## config.mk

```make
export PLATFORM = sky130hd
export DESIGN_NAME = cndm_core_ctrl_regs
export DESIGN_NICKNAME = d
export VERILOG_FILES = /design/src/rtl/cndm_core_ctrl_regs.sv
export SDC_FILE = /design/constraint.sdc
export NUM_CORES = 1
export LEC_CHECK = 0
export BUFFER_PORTS_ARGS = -buffer_cell sky130_fd_sc_hd__buf_2
export CORE_AREA = 5 5 148 150
export DETAILED_ROUTE_END_ITERATION = 8
export DIE_AREA = 0 0 153 155
export GPL_ROUTABILITY_DRIVEN = 1
export PLACE_DENSITY = 0.53
export SLEW_MARGIN = 0
export SYNTH_ARGS = -nofsm -noshare
export SYNTH_HDL_FRONTEND = slang
export SYNTH_SLANG_ARGS = --single-unit
```

## constraint.sdc

```tcl
create_clock -name clk -period 4.04 [get_ports clk]
set_clock_uncertainty 0.05 [all_clocks]
set_input_delay 0.202 -clock clk [delete_from_list [all_inputs] [get_ports clk]]
set_output_delay 0.202 -clock clk [all_outputs]
set_load 0.02 [all_outputs]
```

## src/rtl/cndm_core_ctrl_regs.sv

```systemverilog
// cndm_core_ctrl_regs
// Core-level control register block (AXI-lite slot 0) for the Corundum-micro
// datapath: firmware ID/version, scratch, port-window layout, and a per-port
// interrupt controller with W1C pending, enable, force and holdoff-based
// moderation driven by a shared prescaled tick.
//
// Handshake semantics (AXI-lite, one outstanding transaction per direction):
//   write: accepted on a cycle where awvalid && wvalid && !bvalid. On that edge
//          the register is updated, awready/wready pulse for exactly one cycle
//          and bvalid rises; bvalid then holds until bready is seen high.
//   read:  accepted on a cycle where arvalid && !rvalid. On that edge arready
//          pulses for one cycle and rvalid/rdata are registered; rvalid and
//          rdata hold until rready is seen high.
//   bresp and rresp are always OKAY (0). wstrb is ignored (full-word writes).
module cndm_core_ctrl_regs #(
  parameter int          PORTS       = 2,
  parameter logic [31:0] PORT_OFFSET = 32'h00020000,
  parameter logic [31:0] PORT_STRIDE = 32'h00010000,
  parameter logic [31:0] FW_ID       = 32'h00000000,
  parameter logic [31:0] FW_VER      = 32'h00000000,
  parameter int          IRQ_TIMER_W = 16,
  parameter int          PRESCALE    = 250
) (
  input  logic             clk,
  input  logic             rst,

  input  logic [15:0]      s_axil_awaddr,
  input  logic [2:0]       s_axil_awprot,
  input  logic             s_axil_awvalid,
  output logic             s_axil_awready,
  input  logic [31:0]      s_axil_wdata,
  input  logic [3:0]       s_axil_wstrb,
  input  logic             s_axil_wvalid,
  output logic             s_axil_wready,
  output logic [1:0]       s_axil_bresp,
  output logic             s_axil_bvalid,
  input  logic             s_axil_bready,

  input  logic [15:0]      s_axil_araddr,
  input  logic [2:0]       s_axil_arprot,
  input  logic             s_axil_arvalid,
  output logic             s_axil_arready,
  output logic [31:0]      s_axil_rdata,
  output logic [1:0]       s_axil_rresp,
  output logic             s_axil_rvalid,
  input  logic             s_axil_rready,

  input  logic [PORTS-1:0] port_irq,
  output logic [PORTS-1:0] irq
);

  // Word addresses (byte address >> 2)
  localparam logic [13:0] ADDR_FW_ID      = 14'h0000;
  localparam logic [13:0] ADDR_FW_VER     = 14'h0001;
  localparam logic [13:0] ADDR_SCRATCH    = 14'h0002;
  localparam logic [13:0] ADDR_PORTS      = 14'h0040;
  localparam logic [13:0] ADDR_PORT_OFF   = 14'h0041;
  localparam logic [13:0] ADDR_PORT_STR   = 14'h0042;
  localparam logic [13:0] ADDR_IRQ_PEND   = 14'h0080;
  localparam logic [13:0] ADDR_IRQ_EN     = 14'h0081;
  localparam logic [13:0] ADDR_IRQ_INTV   = 14'h0082;
  localparam logic [13:0] ADDR_IRQ_FORCE  = 14'h0083;

  // A prescale of 1 still needs a 1-bit counter that never leaves 0.
  localparam int PS_W = (PRESCALE > 1) ? $clog2(PRESCALE) : 1;

  logic [13:0]            wr_addr;
  logic [13:0]            rd_addr;
  logic                   wr_en;
  logic                   rd_en;
  logic [PORTS-1:0]       wdata_ports;

  logic                   wr_pend;
  logic                   wr_force;

  logic [31:0]            scratch;
  logic [PORTS-1:0]       pending;
  logic [PORTS-1:0]       enable;
  logic [IRQ_TIMER_W-1:0] interval;
  logic [IRQ_TIMER_W-1:0] holdoff [PORTS];

  logic [PS_W-1:0]        ps_cnt;
  logic                   tick;

  logic [PORTS-1:0]       deliver;
  logic [PORTS-1:0]       irq_set;
  logic [PORTS-1:0]       irq_clr;
  logic [PORTS-1:0]       pending_next;

  logic [31:0]            pend_word;
  logic [31:0]            en_word;
  logic [31:0]            intv_word;
  logic [31:0]            rd_data;

  // Protection bits, byte strobes and sub-word address bits carry no meaning here.
  logic                   unused_ok;
  assign unused_ok = ^{s_axil_awprot, s_axil_arprot, s_axil_wstrb,
                       s_axil_awaddr[1:0], s_axil_araddr[1:0]};

  assign wr_addr     = s_axil_awaddr[15:2];
  assign rd_addr     = s_axil_araddr[15:2];
  assign wr_en       = s_axil_awvalid && s_axil_wvalid && !s_axil_bvalid;
  assign rd_en       = s_axil_arvalid && !s_axil_rvalid;
  assign wdata_ports = s_axil_wdata[PORTS-1:0];

  assign wr_pend     = wr_en && (wr_addr == ADDR_IRQ_PEND);
  assign wr_force    = wr_en && (wr_addr == ADDR_IRQ_FORCE);

  assign s_axil_bresp = 2'b00;
  assign s_axil_rresp = 2'b00;

  // Write channel: one-cycle ready pulse, response held until bready.
  always_ff @(posedge clk or posedge rst) begin
    if (rst) begin
      s_axil_awready <= 1'b0;
      s_axil_wready  <= 1'b0;
      s_axil_bvalid  <= 1'b0;
    end else begin
      s_axil_awready <= wr_en;
      s_axil_wready  <= wr_en;
      if (wr_en) begin
        s_axil_bvalid <= 1'b1;
      end else if (s_axil_bready) begin
        s_axil_bvalid <= 1'b0;
      end
    end
  end

  // Plain RW registers written on write acceptance.
  always_ff @(posedge clk or posedge rst) begin
    if (rst) begin
      scratch  <= '0;
      enable   <= '0;
      interval <= '0;
    end else if (wr_en) begin
      case (wr_addr)
        ADDR_SCRATCH:  scratch  <= s_axil_wdata;
        ADDR_IRQ_EN:   enable   <= wdata_ports;
        ADDR_IRQ_INTV: interval <= s_axil_wdata[IRQ_TIMER_W-1:0];
        default: ;
      endcase
    end
  end

  // Zero-extend the narrow registers to the 32-bit data bus.
  always_comb begin
    pend_word = '0;
    en_word   = '0;
    intv_word = '0;
    pend_word[PORTS-1:0]       = pending;
    en_word[PORTS-1:0]         = enable;
    intv_word[IRQ_TIMER_W-1:0] = interval;
  end

  // Read decode; unmapped and write-only locations return 0.
  always_comb begin
    rd_data = '0;
    case (rd_addr)
      ADDR_FW_ID:    rd_data = FW_ID;
      ADDR_FW_VER:   rd_data = FW_VER;
      ADDR_SCRATCH:  rd_data = scratch;
      ADDR_PORTS:    rd_data = 32'(PORTS);
      ADDR_PORT_OFF: rd_data = PORT_OFFSET;
      ADDR_PORT_STR: rd_data = PORT_STRIDE;
      ADDR_IRQ_PEND: rd_data = pend_word;
      ADDR_IRQ_EN:   rd_data = en_word;
      ADDR_IRQ_INTV: rd_data = intv_word;
      default:       rd_data = '0;
    endcase
  end

  // Read channel: one-cycle arready pulse, data held until rready.
  always_ff @(posedge clk or posedge rst) begin
    if (rst) begin
      s_axil_arready <= 1'b0;
      s_axil_rvalid  <= 1'b0;
      s_axil_rdata   <= '0;
    end else begin
      s_axil_arready <= rd_en;
      if (rd_en) begin
        s_axil_rvalid <= 1'b1;
        s_axil_rdata  <= rd_data;
      end else if (s_axil_rready) begin
        s_axil_rvalid <= 1'b0;
      end
    end
  end

  // Free-running moderation prescaler; tick marks the wrap cycle.
  assign tick = (ps_cnt == PS_W'(PRESCALE - 1));

  always_ff @(posedge clk or posedge rst) begin
    if (rst) begin
      ps_cnt <= '0;
    end else if (tick) begin
      ps_cnt <= '0;
    end else begin
      ps_cnt <= ps_cnt + PS_W'(1);
    end
  end

  // Delivery and pending update; a set always wins over a clear so no
  // event arriving on the same edge as a W1C or a delivery is lost.
  always_comb begin
    deliver = '0;
    for (int p = 0; p < PORTS; p++) begin
      deliver[p] = pending[p] && enable[p] && (holdoff[p] == '0);
    end
    irq_set      = port_irq | (wr_force ? wdata_ports : '0);
    irq_clr      = deliver  | (wr_pend  ? wdata_ports : '0);
    pending_next = irq_set | (pending & ~irq_clr);
  end

  // Pending bits and the registered one-cycle interrupt pulse.
  always_ff @(posedge clk or posedge rst) begin
    if (rst) begin
      pending <= '0;
      irq     <= '0;
    end else begin
      pending <= pending_next;
      irq     <= deliver;
    end
  end

  // Holdoff counters: reload with the current interval on delivery, then
  // count down one per tick, stopping at 0. Later interval writes only
  // affect the next reload.
  always_ff @(posedge clk or posedge rst) begin
    if (rst) begin
      for (int p = 0; p < PORTS; p++) begin
        holdoff[p] <= '0;
      end
    end else begin
      for (int p = 0; p < PORTS; p++) begin
        if (deliver[p]) begin
          holdoff[p] <= interval;
        end else if (tick && (holdoff[p] != '0)) begin
          holdoff[p] <= holdoff[p] - IRQ_TIMER_W'(1);
        end
      end
    end
  end

endmodule
```

==> metrics.txt <==
# TYPE chip_impl_metric gauge
chip_impl_info{name="result_of_the_run",value="finished with violations"} 1
chip_impl_info{name="failed_checks",value="hold timing"} 1
chip_impl_metric{name="arrival",unit="ps"} 3130
chip_impl_metric{name="post_drt_wl_per_cell",unit="µm"} 16.0
chip_impl_metric{name="crit_required",unit="ps"} 4280
chip_impl_metric{name="drive_gt1_frac",unit=""} 0.296
chip_impl_metric{name="placed_area",unit="µm²"} 6810
chip_impl_metric{name="numClockSinks",unit=""} 130
chip_impl_metric{name="core",unit="µm²"} 20600
chip_impl_metric{name="synth.ff_latch_count",unit=""} 130
chip_impl_metric{name="global_route.usage.met2",unit=""} 0.232
chip_impl_metric{name="layout.area.seq",unit="µm²"} 3250
chip_impl_info{name="worst_setup_path_start_kind",value="flop"} 1
chip_impl_metric{name="tightestPinTransition",unit="ps"} 1170
chip_impl_info{name="grt_busiest_layer",value="met2"} 1
chip_impl_metric{name="route.detailed.vias_per_inst",unit=""} 4.85
chip_impl_metric{name="placed_cells_incl_taps",unit=""} 907
chip_impl_metric{name="synthArstFlopShare",unit=""} 1.00
chip_impl_metric{name="antenna_found_initial",unit=""} 0
chip_impl_info{name="cp-end-kind",value="flop"} 1
chip_impl_metric{name="starting_density",unit=""} 0.292
chip_impl_metric{name="hold-worst-slack",unit="ps"} -10.8
chip_impl_info{name="worst-setup-path-type",value="reg2reg"} 1
chip_impl_metric{name="hold_buffers",unit=""} 32
chip_impl_metric{name="drc",unit=""} 0
chip_impl_metric{name="largest_fanout_on_the_critical_path",unit=""} 18
chip_impl_metric{name="die_h",unit="µm"} 155
chip_impl_metric{name="totalWireLength",unit="mm"} 15.6
chip_impl_metric{name="antenna_violating_nets_post_route",unit=""} 0
chip_impl_metric{name="finalHoldViolations",unit=""} 14
chip_impl_info{name="layout.cells.most_common",value="sky130_fd_sc_hd__dfrtp_1"} 1
chip_impl_metric{name="max_freq",unit="MHz"} 346
chip_impl_metric{name="preCtsSetupSlack",unit="ps"} 1150
chip_impl_metric{name="areaGrowthSynthToFinish",unit="%"} 29.2
chip_impl_info{name="clockRootBuffer",value="sky130_fd_sc_hd__clkbuf_16"} 1
chip_impl_metric{name="final-instance-count-excl-fill",unit=""} 971
chip_impl_metric{name="place.port_buffers",unit=""} 107
chip_impl_metric{name="dieArea",unit="µm²"} 23700
chip_impl_metric{name="synth_area_per_cell",unit="µm²"} 11.0
chip_impl_metric{name="ff2ff_setup_slack",unit="ps"} 1150
chip_impl_metric{name="layout.filler_cells",unit=""} 2050
chip_impl_metric{name="cts.htree.levels",unit=""} 4
chip_impl_metric{name="fin_total_pwr",unit="mW"} 3.09
chip_impl_metric{name="fin_tns_setup",unit="ps"} 0
chip_impl_metric{name="multi_input_comb_area",unit="µm²"} 2570
chip_impl_metric{name="grt_pass1_vias",unit=""} 5075
chip_impl_metric{name="antenna_cells_inserted",unit=""} 0
chip_impl_metric{name="timing.slew.headroom",unit=""} 0.216
chip_impl_metric{name="post_cts_setup_repair_bufs",unit=""} 0
chip_impl_metric{name="synth_cell_type_count",unit=""} 58
chip_impl_metric{name="nets",unit=""} 772
chip_impl_info{name="hp-class",value="in2async"} 1
chip_impl_metric{name="final_setup_violating_endpoints",unit=""} 0
chip_impl_metric{name="cts_resized",unit=""} 0
chip_impl_metric{name="insertion_delay",unit="ps"} 410
chip_impl_metric{name="routabilityCongestion",unit=""} 0.805
chip_impl_info{name="tritoncts",value="yes"} 1
chip_impl_metric{name="power.static_leakage",unit="nW"} 3.85
chip_impl_metric{name="finish.instance_area",unit="µm²"} 7760
chip_impl_metric{name="globalRouteMet1Util",unit=""} 0.161
chip_impl_metric{name="power_density",unit="nW/µm²"} 399
chip_impl_metric{name="max_cap_violations",unit=""} 0
chip_impl_metric{name="synth_sequential_area_ratio",unit=""} 0.542
chip_impl_metric{name="detailedRoute.firstIterationViolations",unit=""} 201
chip_impl_metric{name="dr_total_vias",unit=""} 4708
chip_impl_metric{name="post_synth_instance_area",unit="µm²"} 6010
chip_impl_metric{name="synth-edff-count",unit=""} 0
chip_impl_metric{name="cts_inserted_buffers",unit=""} 17
chip_impl_metric{name="global_route.usage.total",unit=""} 0.134
chip_impl_metric{name="postSynthCellCount",unit=""} 545
chip_impl_metric{name="ir_drop",unit="µV"} 209
chip_impl_info{name="grt_setup_unrepaired",value="false"} 1
chip_impl_metric{name="final.setup.worst_slack",unit="ps"} 1150
chip_impl_metric{name="gr-total-overflow",unit=""} 0
chip_impl_info{name="top_library_cells_by_usage_in_the_layout_fill_and_taps_aside",value="sky130_fd_sc_hd__dfrtp_1 (130), sky130_fd_sc_hd__buf_2 (107), sky130_fd_sc_hd__nand2_1 (76), sky130_fd_sc_hd__mux2_2 (50), sky130_fd_sc_hd__dlygate4sd3_1 (32)"} 1
chip_impl_metric{name="io_pins",unit=""} 126
chip_impl_metric{name="post-route-period-util",unit=""} 0.715
chip_impl_metric{name="use_met3",unit=""} 0.0306
chip_impl_metric{name="placementRows",unit=""} 53
chip_impl_metric{name="dr.pass1.iters",unit=""} 6
chip_impl_metric{name="max_transition_viols_final",unit=""} 0
chip_impl_info{name="synth_ff_type",value="sky130_fd_sc_hd__dfrtp_1"} 1
chip_impl_metric{name="synth-warning-count",unit=""} 0
chip_impl_metric{name="post-route-min-period",unit="ps"} 2890
chip_impl_metric{name="hpwl",unit="mm"} 11.1
chip_impl_metric{name="die_x",unit="µm"} 153
chip_impl_metric{name="grt_max_degree",unit=""} 85
chip_impl_metric{name="cts.path.max_buffers",unit=""} 2
chip_impl_metric{name="grt_first_pass_wirelength",unit="mm"} 26.1
chip_impl_metric{name="clkSlewWorstSetupHoldPaths",unit="ps"} 70
[synthesized netlist by cell type (2+ instances only)]
master,n,share of area
sky130_fd_sc_hd__xnor2_1,5,0.0073
sky130_fd_sc_hd__nor3_1,13,0.011
sky130_fd_sc_hd__o31ai_1,4,0.0050
sky130_fd_sc_hd__a22o_1,14,0.020
sky130_fd_sc_hd__nor4b_1,2,0.0029
sky130_fd_sc_hd__o21ai_0,20,0.017
sky130_fd_sc_hd__a211oi_1,3,0.0037
sky130_fd_sc_hd__a221o_1,4,0.0067
sky130_fd_sc_hd__inv_1,13,0.0081
sky130_fd_sc_hd__nor2_1,30,0.019
sky130_fd_sc_hd__a32oi_1,2,0.0029
sky130_fd_sc_hd__clkbuf_1,16,0.010
sky130_fd_sc_hd__and3_1,4,0.0042
sky130_fd_sc_hd__mux2_2,50,0.094
sky130_fd_sc_hd__and4_1,4,0.0058
sky130_fd_sc_hd__and3b_1,2,0.0029
sky130_fd_sc_hd__a22oi_1,16,0.020
sky130_fd_sc_hd__nand2_1,76,0.047
sky130_fd_sc_hd__or2_2,2,0.0021
sky130_fd_sc_hd__or3_1,7,0.0073
sky130_fd_sc_hd__nor4_1,16,0.017
sky130_fd_sc_hd__dfrtp_1,130,0.54
sky130_fd_sc_hd__or4_1,6,0.0075
sky130_fd_sc_hd__nand4b_1,4,0.0058
sky130_fd_sc_hd__mux2i_1,4,0.0067
sky130_fd_sc_hd__buf_2,4,0.0033
sky130_fd_sc_hd__nand4_1,10,0.010
sky130_fd_sc_hd__a31oi_1,3,0.0031
sky130_fd_sc_hd__a21oi_1,8,0.0067
sky130_fd_sc_hd__xor2_1,18,0.026
sky130_fd_sc_hd__nor2b_1,2,0.0021
sky130_fd_sc_hd__buf_1,3,0.0019
sky130_fd_sc_hd__nand3_1,10,0.0083
sky130_fd_sc_hd__buf_4,6,0.0075
sky130_fd_sc_hd__ha_1,6,0.012
sky130_fd_sc_hd__nand2b_1,4,0.0042
sky130_fd_sc_hd__nor3b_1,3,0.0037
[critical path: stages, from the launching register on]
cell and delay [ps]:
sky130_fd_sc_hd__dfrtp_1 410, sky130_fd_sc_hd__inv_1 120, sky130_fd_sc_hd__ha_1 180, sky130_fd_sc_hd__or4b_2 680, sky130_fd_sc_hd__nor4_4 460, sky130_fd_sc_hd__nand3_1 160, sky130_fd_sc_hd__clkinv_1 320, sky130_fd_sc_hd__nor2_1 100
sky130_fd_sc_hd__a221o_1 300
[layer usage]
metal,up-vias,share of wire
li1,2235,-
met1,2323,0.43
met2,124,0.50
met3,26,0.050
met4,0,0.025
met5,-,0
[per-stage QoR]
| stage | hold slack [ps] | util |
|---|---|---|
| after global placement | 334 | 0.331 |
| final | -10.8 | 0.377 |
| after floorplan | 248 | - |
| after global routing | 10.4 | 0.377 |
| after CTS | 4.03 | 0.377 |
| after detailed placement | 354 | 0.331 |
[cell type report]
| class | count | share of cell area |
|---|---|---|
| timing repair buffer | 146 | 0.117 |
| clock inverter | 14 | 0.0260 |
| sequential | 130 | 0.419 |
| clock buffer | 18 | 0.0553 |
| multi-input combinational | 374 | 0.331 |
| tap | 275 | 0.0443 |
| inverter | 14 | 0.00709 |
[state kept, by name (all words and copies together) (netlist names)]
| signal | cells |
|---|---|
| s_axil_rvalid | 1 |
| irq | 2 |
| s_axil_arready | 1 |
| pending | 2 |
| holdoff | 32 |
| interval | 16 |
| s_axil_rdata | 32 |
| s_axil_wready | 1 |
| s_axil_bvalid | 1 |
| enable | 2 |
| ps_cnt | 8 |
| scratch | 32 |
[power breakdown]
part | switching (mW) | total, mW | internal (mW)
Combinational | 0.0835 | 0.141 | 0.0577
Clock | 0.602 | 1.64 | 1.04
Sequential | 0.00299 | 1.31 | 1.31
Total | 0.688 | 3.09 | 2.41
[cells by family (layout without fill, tap and decap cells)]
logic type,count (synthesis),count (layout),synth area share
AOI/OAI and AO/OA,81,81,0.0965
xor gates and xnor gates,23,23,0.0335
adders and majority gates,6,6,0.0125
buffers and inverters,44,192,0.0333
DFF,130,130,0.542
muxes,55,55,0.102
other,1,4,0.000624
and+or+nand+nor,205,205,0.180
[final timing paths]
path / from / to / depth (start not counted)
setup / recovery: holdoff[0] / holdoff[0] / 8
hold / removal: rst / s_axil_arready / 2
setup reg to reg: holdoff[0] / holdoff[0] / 8
hold reg to reg: s_axil_rdata[12] / s_axil_rdata[12] / 2
max in group asynchronous: rst / interval[4] / 3
min in group clk: s_axil_wdata[2] / scratch[2] / 2
No activity file was read; power rests on OpenSTA's default activity.
